--- config.mk ---
export PLATFORM = sky130hd
export DESIGN_NAME = assoc_cam_param_flat
export DESIGN_NICKNAME = d
export VERILOG_FILES = /design/src/rtl/cam_pkg.sv /design/src/rtl/assoc_cam_param_if.sv /design/src/rtl/cam_priority_enc.sv /design/src/rtl/assoc_cam_param.sv /design/src/flat_wrapper.sv
export SDC_FILE = /design/constraint.sdc
export NUM_CORES = 1
export LEC_CHECK = 0
export ABC_AREA = 1
export CAP_MARGIN = 40
export CORE_ASPECT_RATIO = 0.6
export CORE_MARGIN = 1.5
export CORE_UTILIZATION = 30
export CTS_CLUSTER_DIAMETER = 100
export DETAILED_ROUTE_END_ITERATION = 7
export MAX_ROUTING_LAYER = met4
export PLACE_DENSITY = 0.54
export RECOVER_POWER = 50
export SLEW_MARGIN = 5
export SYNTH_ARGS = -nofsm -noshare
export SYNTH_HDL_FRONTEND = slang
export SYNTH_HIERARCHICAL = 1
export SYNTH_SLANG_ARGS = --single-unit
--- constraint.sdc ---
create_clock -name CLK -period 8.6 [get_ports CLK]
set_clock_uncertainty 0.15 [all_clocks]
set_input_delay 1.72 -clock CLK [delete_from_list [all_inputs] [get_ports CLK]]
set_output_delay 1.72 -clock CLK [all_outputs]
set_load 0.05 [all_outputs]
--- src/rtl/cam_pkg.sv ---
// Shared encodings for the associative lookup table: request opcodes and
// controller states.
package cam_pkg;

  typedef enum logic [1:0] {
    CAM_OP_SEARCH     = 2'b00,
    CAM_OP_INSERT     = 2'b01,
    CAM_OP_INVALIDATE = 2'b10,
    CAM_OP_FLUSH      = 2'b11
  } cam_op_e;

  typedef enum logic {
    ST_IDLE     = 1'b0,
    ST_FLUSHING = 1'b1
  } cam_state_e;

endpackage

--- src/rtl/assoc_cam_param_if.sv ---
// Request/response bundle of the associative lookup table, plus its
// occupancy status.
interface assoc_cam_param_if #(
  parameter int KEY_W  = 8,
  parameter int DATA_W = 8,
  parameter int DEPTH  = 8
);
  localparam int IDX_W = $clog2(DEPTH);

  logic              REQ_VALID;
  logic              REQ_READY;
  logic [1:0]        REQ_OP;
  logic [KEY_W-1:0]  REQ_KEY;
  logic [DATA_W-1:0] REQ_DATA;
  logic              RSP_VALID;
  logic              RSP_HIT;
  logic [IDX_W-1:0]  RSP_INDEX;
  logic [DATA_W-1:0] RSP_DATA;
  logic [IDX_W:0]    OCCUPANCY;
  logic              FULL;

  modport master (
    output REQ_VALID, REQ_OP, REQ_KEY, REQ_DATA,
    input  REQ_READY, RSP_VALID, RSP_HIT, RSP_INDEX, RSP_DATA, OCCUPANCY, FULL
  );

  modport slave (
    input  REQ_VALID, REQ_OP, REQ_KEY, REQ_DATA,
    output REQ_READY, RSP_VALID, RSP_HIT, RSP_INDEX, RSP_DATA, OCCUPANCY, FULL
  );

endinterface

--- src/rtl/cam_priority_enc.sv ---
// Lowest-index priority encoder: reports whether any bit is set and the
// index of the lowest set bit (0 when none).
module cam_priority_enc #(
  parameter int DEPTH = 8
) (
  input  logic [DEPTH-1:0]         vec,
  output logic                     any,
  output logic [$clog2(DEPTH)-1:0] idx
);
  localparam int IDX_W = $clog2(DEPTH);

  // Scan downward so the lowest set bit is the last one assigned.
  always_comb begin
    idx = '0;
    for (int i = DEPTH - 1; i >= 0; i--) begin
      if (vec[i]) idx = IDX_W'(i);
    end
  end

  assign any = |vec;

endmodule

--- src/rtl/assoc_cam_param.sv ---
// Parametrised content-addressable lookup table with valid bits, priority
// match, insert-with-update, round-robin replacement and multi-cycle flush.
module assoc_cam_param
  import cam_pkg::*;
#(
  parameter int KEY_W  = 8,
  parameter int DATA_W = 8,
  parameter int DEPTH  = 8
) (
  input logic              CLK,
  input logic              RESET,
  assoc_cam_param_if.slave bus
);
  localparam int IDX_W = $clog2(DEPTH);
  localparam int OCC_W = IDX_W + 1;

  function automatic logic [OCC_W-1:0] occ_inc(input logic [OCC_W-1:0] occ);
    return (occ == OCC_W'(DEPTH)) ? occ : occ + 1'b1;
  endfunction

  function automatic logic [OCC_W-1:0] occ_dec(input logic [OCC_W-1:0] occ);
    return (occ == '0) ? occ : occ - 1'b1;
  endfunction

  cam_state_e        state_q, state_d;
  logic [DEPTH-1:0]  valid_q;
  logic [KEY_W-1:0]  key_q  [DEPTH];
  logic [DATA_W-1:0] data_q [DEPTH];
  logic [OCC_W-1:0]  occ_q;
  logic [IDX_W-1:0]  rptr_q;
  logic [IDX_W-1:0]  fcnt_q;

  cam_op_e           op_p0;
  logic              accept_p0;
  logic              ready_p0;
  logic              flush_last_p0;
  logic [DEPTH-1:0]  match_vec_p0;
  logic              hit_any_p0, free_any_p0;
  logic [IDX_W-1:0]  hit_idx_p0, free_idx_p0, wr_idx_p0;

  logic              rsp_vld_p1;
  logic              rsp_hit_p1;
  logic [IDX_W-1:0]  rsp_idx_p1;
  logic [DATA_W-1:0] rsp_data_p1;

  // ---- Stage p0: request decode and lookup ----
  assign op_p0         = cam_op_e'(bus.REQ_OP);
  assign accept_p0     = bus.REQ_VALID && (state_q == ST_IDLE);
  assign flush_last_p0 = (state_q == ST_FLUSHING) && (fcnt_q == IDX_W'(DEPTH - 1));

  always_comb begin
    match_vec_p0 = '0;
    for (int i = 0; i < DEPTH; i++) begin
      match_vec_p0[i] = valid_q[i] && (key_q[i] == bus.REQ_KEY);
    end
  end

  cam_priority_enc #(.DEPTH(DEPTH)) u_match_enc (
    .vec (match_vec_p0),
    .any (hit_any_p0),
    .idx (hit_idx_p0)
  );

  cam_priority_enc #(.DEPTH(DEPTH)) u_free_enc (
    .vec (~valid_q),
    .any (free_any_p0),
    .idx (free_idx_p0)
  );

  // Update in place on hit, else lowest free slot, else the replacement victim.
  assign wr_idx_p0 = hit_any_p0  ? hit_idx_p0  :
                     free_any_p0 ? free_idx_p0 : rptr_q;

  always_comb begin
    state_d  = state_q;
    ready_p0 = 1'b0;
    case (state_q)
      ST_IDLE: begin
        ready_p0 = 1'b1;
        if (accept_p0 && op_p0 == CAM_OP_FLUSH) state_d = ST_FLUSHING;
      end
      ST_FLUSHING: begin
        if (flush_last_p0) state_d = ST_IDLE;
      end
      default: state_d = ST_IDLE;
    endcase
  end

  always_ff @(posedge CLK or posedge RESET) begin
    if (RESET) state_q <= ST_IDLE;
    else       state_q <= state_d;
  end

  always_ff @(posedge CLK) begin
    if (accept_p0 && op_p0 == CAM_OP_INSERT) begin
      key_q[wr_idx_p0]  <= bus.REQ_KEY;
      data_q[wr_idx_p0] <= bus.REQ_DATA;
    end
  end

  // ---- Stage p1: registered response and control state ----
  always_ff @(posedge CLK or posedge RESET) begin
    if (RESET) begin
      valid_q     <= '0;
      occ_q       <= '0;
      rptr_q      <= '0;
      fcnt_q      <= '0;
      rsp_vld_p1  <= 1'b0;
      rsp_hit_p1  <= 1'b0;
      rsp_idx_p1  <= '0;
      rsp_data_p1 <= '0;
    end else begin
      rsp_vld_p1  <= 1'b0;
      rsp_hit_p1  <= 1'b0;
      rsp_idx_p1  <= '0;
      rsp_data_p1 <= '0;
      if (accept_p0) begin
        rsp_vld_p1 <= (op_p0 != CAM_OP_FLUSH);
        case (op_p0)
          CAM_OP_SEARCH: begin
            rsp_hit_p1 <= hit_any_p0;
            if (hit_any_p0) begin
              rsp_idx_p1  <= hit_idx_p0;
              rsp_data_p1 <= data_q[hit_idx_p0];
            end
          end
          CAM_OP_INSERT: begin
            rsp_hit_p1 <= hit_any_p0;
            rsp_idx_p1 <= wr_idx_p0;
            if (!hit_any_p0) begin
              if (free_any_p0) begin
                valid_q[free_idx_p0] <= 1'b1;
                occ_q                <= occ_inc(occ_q);
              end else begin
                rptr_q <= rptr_q + 1'b1;
              end
            end
          end
          CAM_OP_INVALIDATE: begin
            rsp_hit_p1 <= hit_any_p0;
            if (hit_any_p0) begin
              rsp_idx_p1          <= hit_idx_p0;
              valid_q[hit_idx_p0] <= 1'b0;
              occ_q               <= occ_dec(occ_q);
            end
          end
          CAM_OP_FLUSH: begin
            fcnt_q <= '0;
          end
          default: ;
        endcase
      end else if (state_q == ST_FLUSHING) begin
        valid_q[fcnt_q] <= 1'b0;
        fcnt_q          <= fcnt_q + 1'b1;
        if (flush_last_p0) begin
          occ_q      <= '0;
          rptr_q     <= '0;
          rsp_vld_p1 <= 1'b1;
          rsp_idx_p1 <= IDX_W'(DEPTH - 1);
        end
      end
    end
  end

  assign bus.REQ_READY = ready_p0;
  assign bus.RSP_VALID = rsp_vld_p1;
  assign bus.RSP_HIT   = rsp_hit_p1;
  assign bus.RSP_INDEX = rsp_idx_p1;
  assign bus.RSP_DATA  = rsp_data_p1;
  assign bus.OCCUPANCY = occ_q;
  assign bus.FULL      = (occ_q == OCC_W'(DEPTH));

endmodule

--- src/flat_wrapper.sv ---
// flat-port wrapper written by rule: the top's interface ports become plain ports
module assoc_cam_param_flat import cam_pkg::*;
#(
  parameter int KEY_W  = 8,
  parameter int DATA_W = 8,
  parameter int DEPTH  = 8
)
  (CLK, RESET, bus_REQ_VALID, bus_REQ_OP, bus_REQ_KEY, bus_REQ_DATA, bus_REQ_READY, bus_RSP_VALID, bus_RSP_HIT, bus_RSP_INDEX, bus_RSP_DATA, bus_OCCUPANCY, bus_FULL);
  assoc_cam_param_if #(.KEY_W(KEY_W), .DATA_W(DATA_W), .DEPTH(DEPTH)) bus_i ();
  input logic CLK;
  input logic RESET;
  input wire logic [$bits(bus_i.REQ_VALID)-1:0] bus_REQ_VALID;
  input wire logic [$bits(bus_i.REQ_OP)-1:0] bus_REQ_OP;
  input wire logic [$bits(bus_i.REQ_KEY)-1:0] bus_REQ_KEY;
  input wire logic [$bits(bus_i.REQ_DATA)-1:0] bus_REQ_DATA;
  output wire logic [$bits(bus_i.REQ_READY)-1:0] bus_REQ_READY;
  output wire logic [$bits(bus_i.RSP_VALID)-1:0] bus_RSP_VALID;
  output wire logic [$bits(bus_i.RSP_HIT)-1:0] bus_RSP_HIT;
  output wire logic [$bits(bus_i.RSP_INDEX)-1:0] bus_RSP_INDEX;
  output wire logic [$bits(bus_i.RSP_DATA)-1:0] bus_RSP_DATA;
  output wire logic [$bits(bus_i.OCCUPANCY)-1:0] bus_OCCUPANCY;
  output wire logic [$bits(bus_i.FULL)-1:0] bus_FULL;
  assign bus_i.REQ_VALID = bus_REQ_VALID;
  assign bus_i.REQ_OP = bus_REQ_OP;
  assign bus_i.REQ_KEY = bus_REQ_KEY;
  assign bus_i.REQ_DATA = bus_REQ_DATA;
  assign bus_REQ_READY = bus_i.REQ_READY;
  assign bus_RSP_VALID = bus_i.RSP_VALID;
  assign bus_RSP_HIT = bus_i.RSP_HIT;
  assign bus_RSP_INDEX = bus_i.RSP_INDEX;
  assign bus_RSP_DATA = bus_i.RSP_DATA;
  assign bus_OCCUPANCY = bus_i.OCCUPANCY;
  assign bus_FULL = bus_i.FULL;
  assoc_cam_param #(.KEY_W(KEY_W), .DATA_W(DATA_W), .DEPTH(DEPTH)) u_core (.CLK(CLK), .RESET(RESET), .bus(bus_i));
endmodule
==> results of run 1 <==
==> metrics by stage <==
step	hold WS [ps]	utilization [%]	total power (W)	setup WS, ps
after floorplan	328.3	-	0.001191	3915
after global placement	357.3	34.20	0.001317	2147
after detailed placement	367.6	34.69	0.001321	2279
after CTS	377.5	37.16	0.002064	2702
after global routing	399.8	37.12	0.002142	2124
final	380.0	37.12	0.002038	2597
==> cells by family (layout without fill, tap and decap cells) <==
| logic type | count (synthesis) | count (layout) | synth area share [%] |
|---|---|---|---|
| AND/OR/NAND/NOR | 251 | 251 | 15.10 |
| flip-flops | 160 | 160 | 64.67 |
| AO/OA/AOI/OAI | 135 | 135 | 10.77 |
| buffers and inverters | 91 | 158 | 4.913 |
| XOR/XNOR | 29 | 29 | 3.537 |
| adder cells (fa/ha/maj) | 5 | 5 | 0.8711 |
| multiplexers | 1 | 1 | 0.1394 |
==> area by class of cell <==
type                       count  area [um^2]  share of cell area (%)
clock buffer                  17        425.4                   4.920
timing repair buffer          53        549.3                   6.352
multi-input combinational    421         2210                   25.55
sequential                   160         4644                   53.71
clock inverter                15        150.1                   1.736
tap                          315        394.1                   4.558
inverter                      73        274.0                   3.169
==> final timing paths <==
check                                    from                       to  slack (ps)  depth (start not counted)
min                          u_core/rptr_q[0]         u_core/rptr_q[0]         380                          1
max in group asynchronous               RESET        u_core/valid_q[7]        4870                          3
max                            bus_REQ_KEY[1]   u_core/bus.RSP_DATA[5]        2600                         20
min reg2reg                  u_core/rptr_q[0]         u_core/rptr_q[0]         380                          1
min in group asynchronous               RESET  u_core/bus.OCCUPANCY[0]        2290                          3
max reg2reg                u_core/key_q[4][7]       u_core/key_q[6][0]        4880                         14
==> routing by layer <==
| layer | GRT usage [%] | vias up |
|---|---|---|
| met5 | - | - |
| met4 | 3.472 | 0 |
| met3 | 3.293 | 11 |
| met2 | 20.36 | 141 |
| met1 | 23.88 | 2447 |
| li1 | - | 2449 |
==> worst max-delay path, cell delays in order <==
cell and delay [ps]:
dlygate4sd3_1 520, clkbuf_1 720, inv_1 240, a22o_1 260, nor2_1 80, nand3_1 90, nor2_1 190, inv_1 80
nand2_1 70, nand2_1 80, nand2_1 60, nand2_1 50, a21oi_2 120, buf_4 380, clkinv_1 560, buf_16 350
nand2_1 70, a21oi_1 50, o21ai_0 290, a21oi_1 120
==> flip-flops by register name, summed over array words and instances, names as in the netlist, 3 cells and up <==
| name | flops |
|---|---|
| u_core/bus.OCCUPANCY | 4 |
| u_core/bus.RSP_DATA | 8 |
| u_core/bus.RSP_INDEX | 3 |
| u_core/data_q | 64 |
| u_core/fcnt_q | 3 |
| u_core/key_q | 64 |
| u_core/rptr_q | 3 |
| u_core/valid_q | 8 |
==> layout by cell type (no fill, tap or decap), types with 6 or more instances in the layout <==
cell and n:
clkdlybuf4s50_1 16, nor2_1 42, xor2_1 10, nand2_1 145
nand3_1 28, o22ai_1 15, edfxtp_1 128, o21ai_0 38
xnor2_1 19, dlygate4sd3_1 23, nand4_1 15, a22o_1 6
inv_1 66, clkbuf_16 17, dfrtp_1 32, a21oi_1 54
nor2_2 7, a22oi_1 8
==> power by group through the flow <==
stage	registers [W]	clock network [W]	logic, W
2_1_floorplan	0.000972	0	0.000219
3_3_place_gp	0.000940	0	0.000377
3_5_place_dp	0.000941	0	0.000380
4_1_cts	0.000925	0.000758	0.000381
5_1_grt	0.000930	0.000790	0.000421
6_report	0.000924	0.000737	0.000378
==> out/qor.csv, run 1 <==
stage,metric,value,unit
status,outcome,"complete, but fails checks",
status,violations,"max-capacitance violations, max-slew violations",
clocking,cts_tree,done,
power_and_ir_drop,vdd_drop_max,0.1353,mV
power_and_ir_drop,power.leakage,3.252,nW
clocking,path_clk_slew,70,ps
flow_run,cap_viol_max_count,1,
clocking,cts_made_buffers,17,
synth,syn_nets,698,
synth,avgSynthCellArea,10.69,um^2
route,highest_layer,met4,
die,ios,40,
route,ant_nets,0,
critical_path,worst-path-max-fanout,38,
timing,slew_headroom,-31.55,%
grt,track_usage,15.50,%
cells_and_area,antennaDiodeCount,0,
placement,gp_congestion,0.8508,
synth,synth_top_cell_area_share,53.52,%
power_and_ir_drop,power.density,235.7,nW/um^2
synth,syn-instance-count,672,
placement,place_hpwl,12080,um
clocking,cts_max_level,4,
route,via_count,5048,
synth,synth.distinct_cells,34,
route,met1_length,9462,um
route,routed_wl,17560,um
timing,finalSetupViolations,0,
timing,worst_pin_slew,1973,ps
route,met2_length,6999,um
cells_and_area,fin_cells,1054,
placement,postPlaceCellArea,8082,um^2
cells_and_area,fin_area,8647,um^2
clocking,post_cts_buffers,0,
grt,grt_pass1_wl,27810,um
synth,synth_edf_count,128,
critical_path,worst_setup_path_start_kind,input port,
synth,yosysSeqAreaShare,64.67,%
synth,synth_area_leaders,"edfxtp_1 54%, dfrtp_1 11%, nand2_1 7.6%",
die,rows,43,
power_and_ir_drop,netSwitchingPower,0.0006256,W
placement,port_buffers,39,
timing,fin_crit,6003,ps
power_and_ir_drop,p_int,0.001413,W
timing,maxSlewViolCount,33,
power_and_ir_drop,combPwrFrac,18.5,%
clocking,clkLatencyLatePin,420,ps
placement,dp.cells,1022,
synth,synthesis.area,7182,um^2
worst_hold_path,worstHoldPathType,flop to flop,
clocking,numClockSinks,160,
route,vias_per_cell,4.789,
clocking,post_cts_resized,0,
timing,hold_viol_final,0,
critical_path,crit_arrival,6140,ps
clocking,postCtsHoldBufs,0,
grt,grt_pass1_vias,4687,
route,drcViolationCount,0,
power_and_ir_drop,seqPwrFrac,45.3,%
timing,fmax,166.6,MHz
synth,synth_top_cell_by_area,edfxtp_1,
route,drt_pass1_iterations,5,
die,start_util,30.83,%
timing,setup_tns,0,ps
route,dr_wl_met3,988,um
cells_and_area,syn_to_final_growth,20.40,%
critical_path,critPathKind,input port to flop,
synth,synthArstFlopShare,20.00,%
die,die_h,122.9,um
cells_and_area,fillers,2255,
cells_and_area,drive_gt1_share,8.931,%
critical_path,endpoint_kind,flop,
die,die_x,202.8,um
clocking,clock_path_buffers,2,
synth,ys_ff_latch,160,
power_and_ir_drop,swShare,30.69,%
route,drtIter0Drc,400,
synth,yosysMostFrequentCell,nand2_1,
grt,grt_max_degree,39,
synth,synth_common_cells,"145 x nand2_1, 128 x edfxtp_1, 66 x inv_1",
grt,antenna_found_initial,0,
grt,grt-ovfl-total,0,
clocking,root_buffer,clkbuf_16,
timing,rsz0062_at_grt,no,
synth,ys.flop_type,edfxtp_1,
timing,fin_crit_sh,69.81,%
power_and_ir_drop,p_clk_share,36.1,%
synth,yosys_warnings,6,
die,fp.dieArea,24910,um^2
critical_path,critPathRequiredTime,8730,ps
cells_and_area,fin_nets,752,
route,wire_per_inst,16.66,um
die,core,23300,um^2
Note: power is estimated with default switching activity, not from simulation.
==> run 2, diff against run 1 <==
==> constraint.sdc (replaced) <==
create_clock -name CLK -period 5.8 [get_ports CLK]
set_clock_uncertainty 0.15 [all_clocks]
set_input_delay 1.16 -clock CLK [delete_from_list [all_inputs] [get_ports CLK]]
set_output_delay 1.16 -clock CLK [all_outputs]
set_load 0.05 [all_outputs]
==> run 2 against run 1 <==
Compared with the run above: the flow still finishes with violations (max-capacitance violations, max-slew violations); first-iteration DRC count shrank 9.3%; utilization is 0.15 points higher; global-route usage grew 0.43 points; register-to-register slack worse by 2300 ps; critical path depth down 3; clock power rose by 51%; worst setup slack got worse by 1700 ps; hold slack improved by 11 ps; cell count grew 1.5%; flip-flop and latch count is the same; die area did not move; critical endpoint is now u_core/key_q[5][4]; largest cell class unchanged; highest routed layer unchanged.
==> out/qor.csv, run 2 (synthesis gave the netlist of run 1 again) <==
stage,metric,value,unit
timing,worst_pin_slew,2002,ps
power_and_ir_drop,p_clk_share,36.4,%
cells_and_area,fin_nets,768,
clocking,cts_max_level,4,
route,vias_per_cell,4.725,
placement,port_buffers,39,
grt,met3_usage,3.240,%
worst_hold_path,hp-start,u_core/rptr_q[0],
placement,gp_congestion,0.8766,
cells_and_area,drive_gt1_share,9.934,%
status,outcome,"complete, but fails checks",
route,routed_wl,18000,um
grt,grt.busiest_layer,met1,
timing,fmax,203.4,MHz
power_and_ir_drop,vdd_drop_max,0.2014,mV
timing,hold_viol_final,0,
power_and_ir_drop,power.leakage,3.281,nW
cells_and_area,syn_to_final_growth,20.87,%
clocking,post_cts_buffers,0,
power_and_ir_drop,p_int,0.002096,W
clocking,cts_tree,done,
die,ios,40,
placement,dp_slack,1085,ps
timing,whs,391.2,ps
power_and_ir_drop,power.density,349.7,nW/um^2
clocking,post_cts_resized,0,
grt,grt_use_met2,20.72,%
route,drt_pass1_iterations,5,
timing,setup_tns,0,ps
clocking,root_buffer,clkbuf_16,
status,violations,"max-capacitance violations, max-slew violations",
critical_path,endpoint_kind,flop,
clocking,clock_path_buffers,2,
critical_path,cp_slowest_cell,clkbuf_1,
die,die_h,122.9,um
critical_path,worst-path-max-fanout,14,
timing,fin_crit,4916,ps
die,die_x,202.8,um
grt,track_usage,15.93,%
critical_path,r2r_start,u_core/key_q[7][7],
grt,grt_util_met1,24.65,%
die,start_util,30.83,%
flow_run,cap_viol_max_count,1,
clocking,path_clk_slew,60,ps
timing,finalSetupViolations,0,
grt,grt_max_degree,33,
die,rows,43,
worst_hold_path,worstHoldPathType,flop to flop,
critical_path,cpPeakStageDelay,550,ps
grt,grt_pass1_vias,4858,
clocking,postCtsHoldBufs,0,
power_and_ir_drop,combPwrFrac,18.4,%
grt,grt-ovfl-total,0,
cells_and_area,final_common_cell,nand2_1,
die,fp.dieArea,24910,um^2
critical_path,worst_setup_path_start_kind,input port,
cells_and_area,antennaDiodeCount,0,
clocking,cts_made_buffers,17,
clocking,clkLatencyLatePin,430,ps
die,core,23300,um^2
power_and_ir_drop,report.power.total,0.003036,W
critical_path,crit_arrival,4880,ps
timing,slew_headroom,-33.47,%
grt,antenna_found_initial,0,
timing,fin_ws,884.3,ps
route,ant_nets,0,
timing,maxSlewViolCount,33,
route,drtIter0Drc,363,
route,via_count,5056,
clocking,numClockSinks,160,
critical_path,critPathKind,input port to flop,
power_and_ir_drop,netSwitchingPower,0.0009402,W
route,wire_per_inst,16.83,um
critical_path,critPathRequiredTime,5760,ps
power_and_ir_drop,seqPwrFrac,45.1,%
cells_and_area,top_regs,"u_core/data_q x64, u_core/key_q x64",
cells_and_area,final_cell_mix,"145 x nand2_1, 128 x edfxtp_1, 66 x inv_1, 54 x a21oi_1, 42 x nor2_1",
critical_path,startpoint,bus_REQ_KEY[7],
route,drcViolationCount,0,
critical_path,crit_chain,"dlygate4sd3_1, clkbuf_1, inv_1, or2_2, nand4_1, nor2_1, or2_1, nor3_2, nand2_1, inv_1, nand2_1, o21ai_0, a21oi_1, inv_1, nand2_1, nor2_1, buf_4",
cells_and_area,fillers,2305,
timing,fin_crit_sh,84.75,%
placement,place_hpwl,12390,um
timing,rsz0062_at_grt,no,
grt,grt_pass1_wl,28610,um
power_and_ir_drop,swShare,30.97,%
## run 2: cell count changes in the layout (fill, tap and decap cells not counted), sizes merged
cell,delta
buf,+9
inv,-1
clkinvlp,+2
clkinv,-1
clkbuf,+7
## run 2: routing by layer
metal  vias to the layer above  wire length (um)
li1                       2479                 -
met1                      2416              9578
met2                       145              7188
met3                        16              1054
met4                         0               182
met5                         -                 0
## run 2: final cells by class
| type | instances | area [um^2] | share of cell area, % |
|---|---|---|---|
| clock inverter | 15 | 151.4 | 1.744 |
| timing repair buffer | 69 | 581.8 | 6.702 |
| tap | 315 | 394.1 | 4.540 |
| inverter | 73 | 274.0 | 3.157 |
| multi-input combinational | 421 | 2210 | 25.45 |
| clock buffer | 17 | 425.4 | 4.901 |
| sequential | 160 | 4644 | 53.50 |
## run 2: power groups by stage
stage	clock [W]	combinational [W]	sequential [W]
2_1_floorplan	0	0.000325	0.00144
3_3_place_gp	0	0.000563	0.00139
3_5_place_dp	0	0.000565	0.00140
4_1_cts	0.00113	0.000567	0.00137
5_1_grt	0.00118	0.000624	0.00138
6_report	0.00111	0.000560	0.00137
## run 2: worst paths after layout
check	endpoint	slack, ps	cells past startpoint
max	u_core/key_q[5][4]	880	17
min	u_core/rptr_q[0]	390	1
max reg2reg	u_core/key_q[5][4]	2540	14
min reg2reg	u_core/rptr_q[0]	390	1
max in group asynchronous	u_core/valid_q[1]	2610	3
min in group asynchronous	u_core/bus.RSP_DATA[2]	1740	3
## run 2: critical path: cells and delay by family
family | cells | cell delay (ps)
buffers and inverters | 6 | 1870
and+or+nand+nor | 9 | 1500
AOI/OAI and AO/OA | 2 | 340
## run 2: stage by stage
step / util [%] / instance area, um^2 / std cells
global route: 37.26 / 8681 / 1070
floorplan: - / 7182 / 672
global placement: 34.94 / 8140 / 1038
CTS: 37.42 / 8717 / 1070
detailed placement: 34.94 / 8140 / 1038
finish: 37.26 / 8681 / 1070
